===== src/rtl/game_pkg.sv =====
// Shared types and constants for the rhythm-game round logic.
//   state_t    : round FSM states
//   TEMPO_LIM  : beat length in clk cycles, indexed by tempo_sel
//   pick_lim() : tempo lookup with the simulation-only fixed-limit override
package game_pkg;

   typedef enum logic [1:0] {IDLE, PLAY, PAUSE, DONE} state_t;

   localparam int ROW_W    = 8;
   localparam int WIN_ROWS = 5;
   localparam int CNT_W    = 23;

   // Element 0 is the rightmost entry.
   localparam logic [3:0][CNT_W-1:0] TEMPO_LIM =
      {23'd4180000, 23'd1672000, 23'd2508000, 23'd3344000};

   function automatic logic [CNT_W-1:0] pick_lim(input logic [1:0] sel, input int test_lim);
      if (test_lim != 0) return CNT_W'(test_lim);
      return TEMPO_LIM[sel];
   endfunction

endpackage


===== src/rtl/round_sequencer_if.sv =====
// Song ROM fetch handshake.
//   row_req/row_addr  : sequencer -> ROM, request held until row_valid
//   row_data/row_valid: ROM -> sequencer, one-cycle response
interface round_sequencer_if;
   import game_pkg::*;

   logic             row_req;
   logic [7:0]       row_addr;
   logic [ROW_W-1:0] row_data;
   logic             row_valid;

   modport master (output row_req, row_addr, input  row_data, row_valid);
   modport slave  (input  row_req, row_addr, output row_data, row_valid);
endinterface


===== src/rtl/round_sequencer_beat_timer.sv =====
// Beat-phase counter.
//   en      : count this cycle
//   clr     : force counter to 0 (has priority)
//   lim     : beat length; counter runs 0..lim-1
//   counter : current phase
//   wrap    : combinational, high on the enabled cycle where counter == lim-1
module beat_timer
   import game_pkg::*;
(
   input  logic             clk,
   input  logic             n_rst,
   input  logic             en,
   input  logic             clr,
   input  logic [CNT_W-1:0] lim,
   output logic [CNT_W-1:0] counter,
   output logic             wrap
);

   assign wrap = en && (counter == lim - CNT_W'(1));

   always_ff @(posedge clk or negedge n_rst) begin
      if (!n_rst)             counter <= '0;
      else if (clr || wrap)   counter <= '0;
      else if (en)            counter <= counter + CNT_W'(1);
   end

endmodule


===== src/rtl/round_sequencer.sv =====
// One play round of the rhythm game: beat timing, song-row fetch, note window,
// pause, end-of-song drain and final score latching.
//   start_btn/pause_btn : one-cycle pulses
//   tempo_sel/song_len  : sampled on start
//   rom                 : song ROM fetch handshake (master side)
//   counter/lim         : beat phase and active beat length for the scorer
//   padded_notes        : 5-row window, [7:0] newest, [39:32] at strike line
//   score_clear         : one-cycle scorer reset at round start
//   playing/done        : PLAY / DONE state flags
//   underrun            : sticky, a ROM row missed its beat
//   num_*/final_*       : live totals in, totals latched on entering DONE
module round_sequencer
   import game_pkg::*;
#(
   parameter int TEST_LIM   = 0,
   parameter int DRAIN_ROWS = 5   // must be >= 1
) (
   input  logic                      clk,
   input  logic                      n_rst,
   input  logic                      start_btn,
   input  logic                      pause_btn,
   input  logic [1:0]                tempo_sel,
   input  logic [7:0]                song_len,
   round_sequencer_if.master         rom,
   output logic [CNT_W-1:0]          counter,
   output logic [CNT_W-1:0]          lim,
   output logic [ROW_W*WIN_ROWS-1:0] padded_notes,
   output logic                      score_clear,
   output logic                      playing,
   output logic                      done,
   output logic                      underrun,
   input  logic [7:0]                num_hits,
   input  logic [7:0]                num_misses,
   output logic [7:0]                final_hits,
   output logic [7:0]                final_misses
);

   localparam logic [7:0] DRAIN_LAST = 8'(DRAIN_ROWS - 1);

   state_t           state;
   logic [ROW_W-1:0] pending_row;
   logic [7:0]       song_len_q;
   logic [7:0]       drain_cnt;
   logic [7:0]       row_addr;
   logic             row_req;
   logic             fed_all;    // every song row has entered the window
   logic             run, start_go, wrap, capture, more_rows, last_out, finish;

   assign run       = (state == PLAY);
   assign start_go  = start_btn && (state == IDLE || state == DONE);
   assign capture   = row_req && rom.row_valid;
   assign more_rows = ({1'b0, row_addr} + 9'd1) < {1'b0, song_len_q};
   // Last row already requested and returned: it sits in pending_row now.
   assign last_out  = !more_rows && !row_req;
   assign finish    = wrap && fed_all && (drain_cnt == DRAIN_LAST);

   assign playing      = run;
   assign done         = (state == DONE);
   assign rom.row_req  = row_req;
   assign rom.row_addr = row_addr;

   beat_timer u_beat_timer (
      .clk     (clk),
      .n_rst   (n_rst),
      .en      (run),
      .clr     (start_go),
      .lim     (lim),
      .counter (counter),
      .wrap    (wrap)
   );

   always_ff @(posedge clk or negedge n_rst) begin
      if (!n_rst) begin
         state        <= IDLE;
         lim          <= TEMPO_LIM[0];
         song_len_q   <= '0;
         padded_notes <= '0;
         pending_row  <= '0;
         row_req      <= 1'b0;
         row_addr     <= '0;
         underrun     <= 1'b0;
         drain_cnt    <= '0;
         fed_all      <= 1'b0;
         score_clear  <= 1'b0;
         final_hits   <= '0;
         final_misses <= '0;
      end else begin
         score_clear <= 1'b0;
         case (state)
            IDLE, DONE: if (start_btn) begin
               lim          <= pick_lim(tempo_sel, TEST_LIM);
               song_len_q   <= song_len;
               padded_notes <= '0;
               pending_row  <= '0;
               row_addr     <= '0;
               underrun     <= 1'b0;
               drain_cnt    <= '0;
               fed_all      <= (song_len == 8'd0);
               row_req      <= (song_len != 8'd0);
               score_clear  <= 1'b1;
               state        <= PLAY;
            end
            PLAY: begin
               if (wrap) begin
                  padded_notes <= {padded_notes[ROW_W*(WIN_ROWS-1)-1:0], pending_row};
                  pending_row  <= '0;
                  // A still-open request means this beat got no row; keep waiting.
                  if (row_req) underrun <= 1'b1;
                  else if (more_rows) begin
                     row_addr <= row_addr + 8'd1;
                     row_req  <= 1'b1;
                  end
                  if (fed_all)       drain_cnt <= drain_cnt + 8'd1;
                  else if (last_out) fed_all   <= 1'b1;
               end
               // Wrap completes first; end of song beats a coincident pause.
               if (finish) begin
                  state        <= DONE;
                  final_hits   <= num_hits;
                  final_misses <= num_misses;
               end else if (pause_btn) begin
                  state <= PAUSE;
               end
            end
            PAUSE: if (pause_btn) state <= PLAY;
            default: state <= IDLE;
         endcase
         // ROM responses are taken in any state, including PAUSE.
         if (capture) begin
            pending_row <= rom.row_data;
            row_req     <= 1'b0;
         end
      end
   end

endmodule

===== src/flat_wrapper.sv =====
// flat-port wrapper written by rule: the top's interface ports become plain ports
module round_sequencer_flat import game_pkg::*;
#(
   parameter int TEST_LIM   = 0,
   parameter int DRAIN_ROWS = 5                  
)
  (clk, n_rst, start_btn, pause_btn, tempo_sel, song_len, counter, lim, padded_notes, score_clear, playing, done, underrun, num_hits, num_misses, final_hits, final_misses, rom_row_req, rom_row_addr, rom_row_data, rom_row_valid);
  round_sequencer_if rom_i ();
  input  logic clk;
  input  logic n_rst;
  input  logic start_btn;
  input  logic pause_btn;
  input  logic [1:0] tempo_sel;
  input  logic [7:0] song_len;
  output logic [CNT_W-1:0] counter;
  output logic [CNT_W-1:0] lim;
  output logic [ROW_W*WIN_ROWS-1:0] padded_notes;
  output logic score_clear;
  output logic playing;
  output logic done;
  output logic underrun;
  input  logic [7:0] num_hits;
  input  logic [7:0] num_misses;
  output logic [7:0] final_hits;
  output logic [7:0] final_misses;
  output wire logic [$bits(rom_i.row_req)-1:0] rom_row_req;
  output wire logic [$bits(rom_i.row_addr)-1:0] rom_row_addr;
  input wire logic [$bits(rom_i.row_data)-1:0] rom_row_data;
  input wire logic [$bits(rom_i.row_valid)-1:0] rom_row_valid;
  assign rom_row_req = rom_i.row_req;
  assign rom_row_addr = rom_i.row_addr;
  assign rom_i.row_data = rom_row_data;
  assign rom_i.row_valid = rom_row_valid;
  round_sequencer #(.TEST_LIM(TEST_LIM), .DRAIN_ROWS(DRAIN_ROWS)) u_core (.clk(clk), .n_rst(n_rst), .start_btn(start_btn), .pause_btn(pause_btn), .tempo_sel(tempo_sel), .song_len(song_len), .rom(rom_i), .counter(counter), .lim(lim), .padded_notes(padded_notes), .score_clear(score_clear), .playing(playing), .done(done), .underrun(underrun), .num_hits(num_hits), .num_misses(num_misses), .final_hits(final_hits), .final_misses(final_misses));
endmodule

===== config.mk =====
export PLATFORM = sky130hd
export DESIGN_NAME = round_sequencer_flat
export DESIGN_NICKNAME = d
export VERILOG_FILES = /design/src/rtl/game_pkg.sv /design/src/rtl/round_sequencer_if.sv /design/src/rtl/round_sequencer_beat_timer.sv /design/src/rtl/round_sequencer.sv /design/src/flat_wrapper.sv
export SDC_FILE = /design/constraint.sdc
export NUM_CORES = 1
export LEC_CHECK = 0
export ABC_AREA = 1
export ABC_CLOCK_PERIOD_IN_PS = 2600
export CAP_MARGIN = 40
export CORE_AREA = 5 5 127 129
export CTS_BUF_LIST = sky130_fd_sc_hd__clkbuf_2 sky130_fd_sc_hd__clkbuf_4 sky130_fd_sc_hd__clkbuf_8
export DETAILED_ROUTE_END_ITERATION = 16
export DIE_AREA = 0 0 132 134
export PLACE_DENSITY = 0.73
export SETUP_SLACK_MARGIN = 0.5
export SYNTH_ARGS = -nofsm -noshare
export SYNTH_HDL_FRONTEND = slang
export SYNTH_SLANG_ARGS = --single-unit
export TNS_END_PERCENT = 30

===== constraint.sdc =====
create_clock -name clk -period 2.6 [get_ports clk]
set_input_delay 0.26 -clock clk [delete_from_list [all_inputs] [get_ports clk]]
set_output_delay 0.26 -clock clk [all_outputs]
set_load 0.01 [all_outputs]

==> metrics <==
first-pass GRT wire length 29200 um; Crit Reg-Reg Endpoint u_core.rom.row_addr[7]$_DFFE_PN0P_; core area 0.0149 mm^2; Synth top area share 0.464; startpoint types register; Worst Path Class, Setup register to register; die height 134 um; Critical Path RT 2.99 ns; CP Cell Sequence ha_4 > and3_4 > nand2_2 > nor2_2 > xor2_1 > ha_1 > a21oi_2 > o21ai_2 > a21oi_2 > nand2_2 > nor2_4 > nand3_4 > inv_4 > nand2_1 > nand2_1; M1 GR Usage 0.266; Worst-path clk slew 0.08 ns; average cell area after synthesis 8.19 um^2; worst setup path startpoint u_core.rom.row_addr[0]$_DFFE_PN0P_; Final Hold Vio Count 0; Worst-Margin Slew 0.519 ns; Vias/cell 5.16; vias 6180; Worst Setup Slack, final 0.0957 ns; FFs w/ async S/R, synth 1.00; minimum clock period 2.50 ns; clk root buf clkbuf_8; Worst Path Arrival 2.89 ns; Reg2Reg Depth 15; Sw Ratio 0.436; highest clock rate 399 MHz; CTS max path bufs 2; drt total wl 19000 um; Min Hold Slack 0.331 ns; Num CTS Buffers 17; Netlist cell types 39; Reg2Reg Setup Slack 0.1 ns; P_int 0.00560 W; CTS Sinks 126; io pins 154; Slowest cell on crit path dfrtp_2; grt met2 use 0.326; layout cells sized above 1 0.265; top_reg_cell synth dfrtp_1; Relative slew margins 0.654; area leader, netlist dfrtp_1; switching power 0.00433 W; Total Routing Usage GR 0.201; EDFF count, synth 0; CTS tree built; status completed; post-DP HPWL 12100 um; Hold WC Path Type input port to asynchronous set/reset pin; Worst Setup End Kind register; Clock Skew 0.0160 ns; # setup viols final 0; RSZ-0062 raised after global routing true; crit-path max cell delay 0.42 ns; Die X 132 um; Final GP Congestion 0.870; clk_lat worst skew 0.45 ns; final net count 1055; crit path to u_core.rom.row_addr[7]$_DFFE_PN0P_; FF+latch count, synth 126; Setup WS pre-CTS 0.0446 ns; met3 usage 0.0484; reg2reg start u_core.rom.row_addr[0]$_DFFE_PN0P_; layer with the highest usage met2; synthesized netlist cell count 804; vias in the first global route 5792; Logic pwr share 0.563; FP Rows 45; port buffer count 145; initial antenna violation count 1; 1st-iter DRT viols 382; 1st-pass router iterations 5; post-synthesis cell area 0.00659 mm^2; part of the cycle the worst path needs 0.963; setup_tns 0 ns; htree depth 4; static leakage 4.42 nW; Seq pwr share 0.274; ANT nets after route 0; Post-route DRC 0; VDD IR max 559 uV; total die area 0.0177 mm^2; GR Overflow Total 0; Max-cap violations 0; Clk pwr share 0.163; Seq/Total Area, Yosys 0.479; fin. max-slew vios 0; Ys Warns 0; initial core utilization 0.441; largest cells by area after synthesis dfrtp_1, nand2_1, inv_1, nand3_1, o21ai_0; synth-to-layout area growth 51.9%; largest net degree at the start of global routing 46; antenna cells 0; pwr/cell area 992 mW/mm^2; post-DR wirelength/cell 15.9 um; crit-path max FO 5
worst min path at each step:
stage                                          end  slack, ns
2_1_floorplan      u_core.drain_cnt[0]$_DFFE_PN0P_      -0.04
3_3_place_gp   u_core.padded_notes[20]$_DFFE_PN0P_       0.27
3_5_place_dp   u_core.padded_notes[20]$_DFFE_PN0P_       0.27
4_1_cts        u_core.padded_notes[36]$_DFFE_PN0P_       0.30
5_1_grt           u_core.final_hits[5]$_DFFE_PN0P_       0.33
6_report        u_core.padded_notes[4]$_DFFE_PN0P_       0.33
synth_stat cells, drive strengths merged, types with 14 or more instances:
cell / n
nand2: 203
dfrtp: 122
inv: 112
nand3: 74
o21ai: 72
nor2: 50
buf: 23
o31ai: 23
xor2: 21
ha: 20
clkbuf: 15
o22ai: 14
power by group through the flow:
stage,combinational (W),sequential (W),clock (W)
after floorplan,0.00226,0.00281,0
after detailed placement,0.00363,0.00274,0
after global placement,0.00357,0.00274,0
after CTS,0.00471,0.00270,0.00166
after global routing,0.00603,0.00277,0.00175
final,0.00558,0.00272,0.00162
cell families after synthesis:
logic type      after synthesis  synth area share
simple gates                353             0.236
buf+inv                     152            0.0984
compound gates              126             0.113
flops                       126             0.479
xor+xnor                     26            0.0346
fa+ha+maj                    20            0.0380
other cells                   1          0.000569
registers in the layout (all words and copies together), names as in the netlist, 2 cells and up:
register                     cells
u_core.u_beat_timer.counter     23
u_core.drain_cnt                 8
u_core.state                     2
u_core.final_hits                8
u_core.pending_row               8
u_core.final_misses              8
u_core.lim                       9
u_core.padded_notes             40
u_core.rom.row_addr              8
u_core.song_len_q                8
critical path: cells and delay by family, from the launching register on:
family,cells,cell delay [ns]
compound gates,3,0.36
xor+xnor,1,0.22
fa+ha+maj,2,0.44
buf+inv,1,0.11
flops,1,0.42
simple gates,8,0.91
per-stage QoR:
stage	util	instances	cell area (um^2)	total power (W)
global placement	0.556	1123	8290	0.00631
finish	0.671	1197	10000	0.00993
detailed placement	0.556	1123	8290	0.00638
floorplan	-	811	6700	0.00507
CTS	0.615	1185	9180	0.00907
global route	0.671	1197	10000	0.0105
layout by cell type (no fill, tap or decap), types with 9 or more instances in the layout:
cell type / instances
nor2_1: 33
nand2_2: 26
nor3_1: 11
xor2_1: 20
o31ai_1: 19
buf_12: 9
o21ai_2: 34
ha_1: 15
clkbuf_8: 18
inv_1: 101
buf_4: 32
nand2_1: 156
dfrtp_1: 116
nor2_2: 9
o21ai_0: 24
clkdlybuf4s50_1: 143
nand3_1: 56
nand3_2: 13
nand2_4: 20
inv_6: 9
o21ai_1: 14
final cells by class:
cell class	instances	area, um^2
Sequential cell	126	3170
Clock buffer	18	248
Tap cell	188	235
Inverter	114	448
Timing Repair Buffer	204	2200
Multi-Input combinational cell	533	3590
Clock inverter	14	121
Fill cell	1161	4910
per-layer routing:
layer | share of wire | wire length [um]
met5 | 0.00069 | 13
met4 | 0.021 | 401
met3 | 0.064 | 1210
met2 | 0.49 | 9340
met1 | 0.42 | 8010
what timing repair did:
action | CTS | global route
cloned | 4 | 4
hold endpoints to repair | 37 | 0
buffers inserted | 25 | 8
endpoints found under the setup margin | 108 | 117
hold buffers | 1 | 0
pin swaps | 13 | 48
gates resized for setup | 52 | 184
No activity file was read; power rests on OpenSTA's default activity.
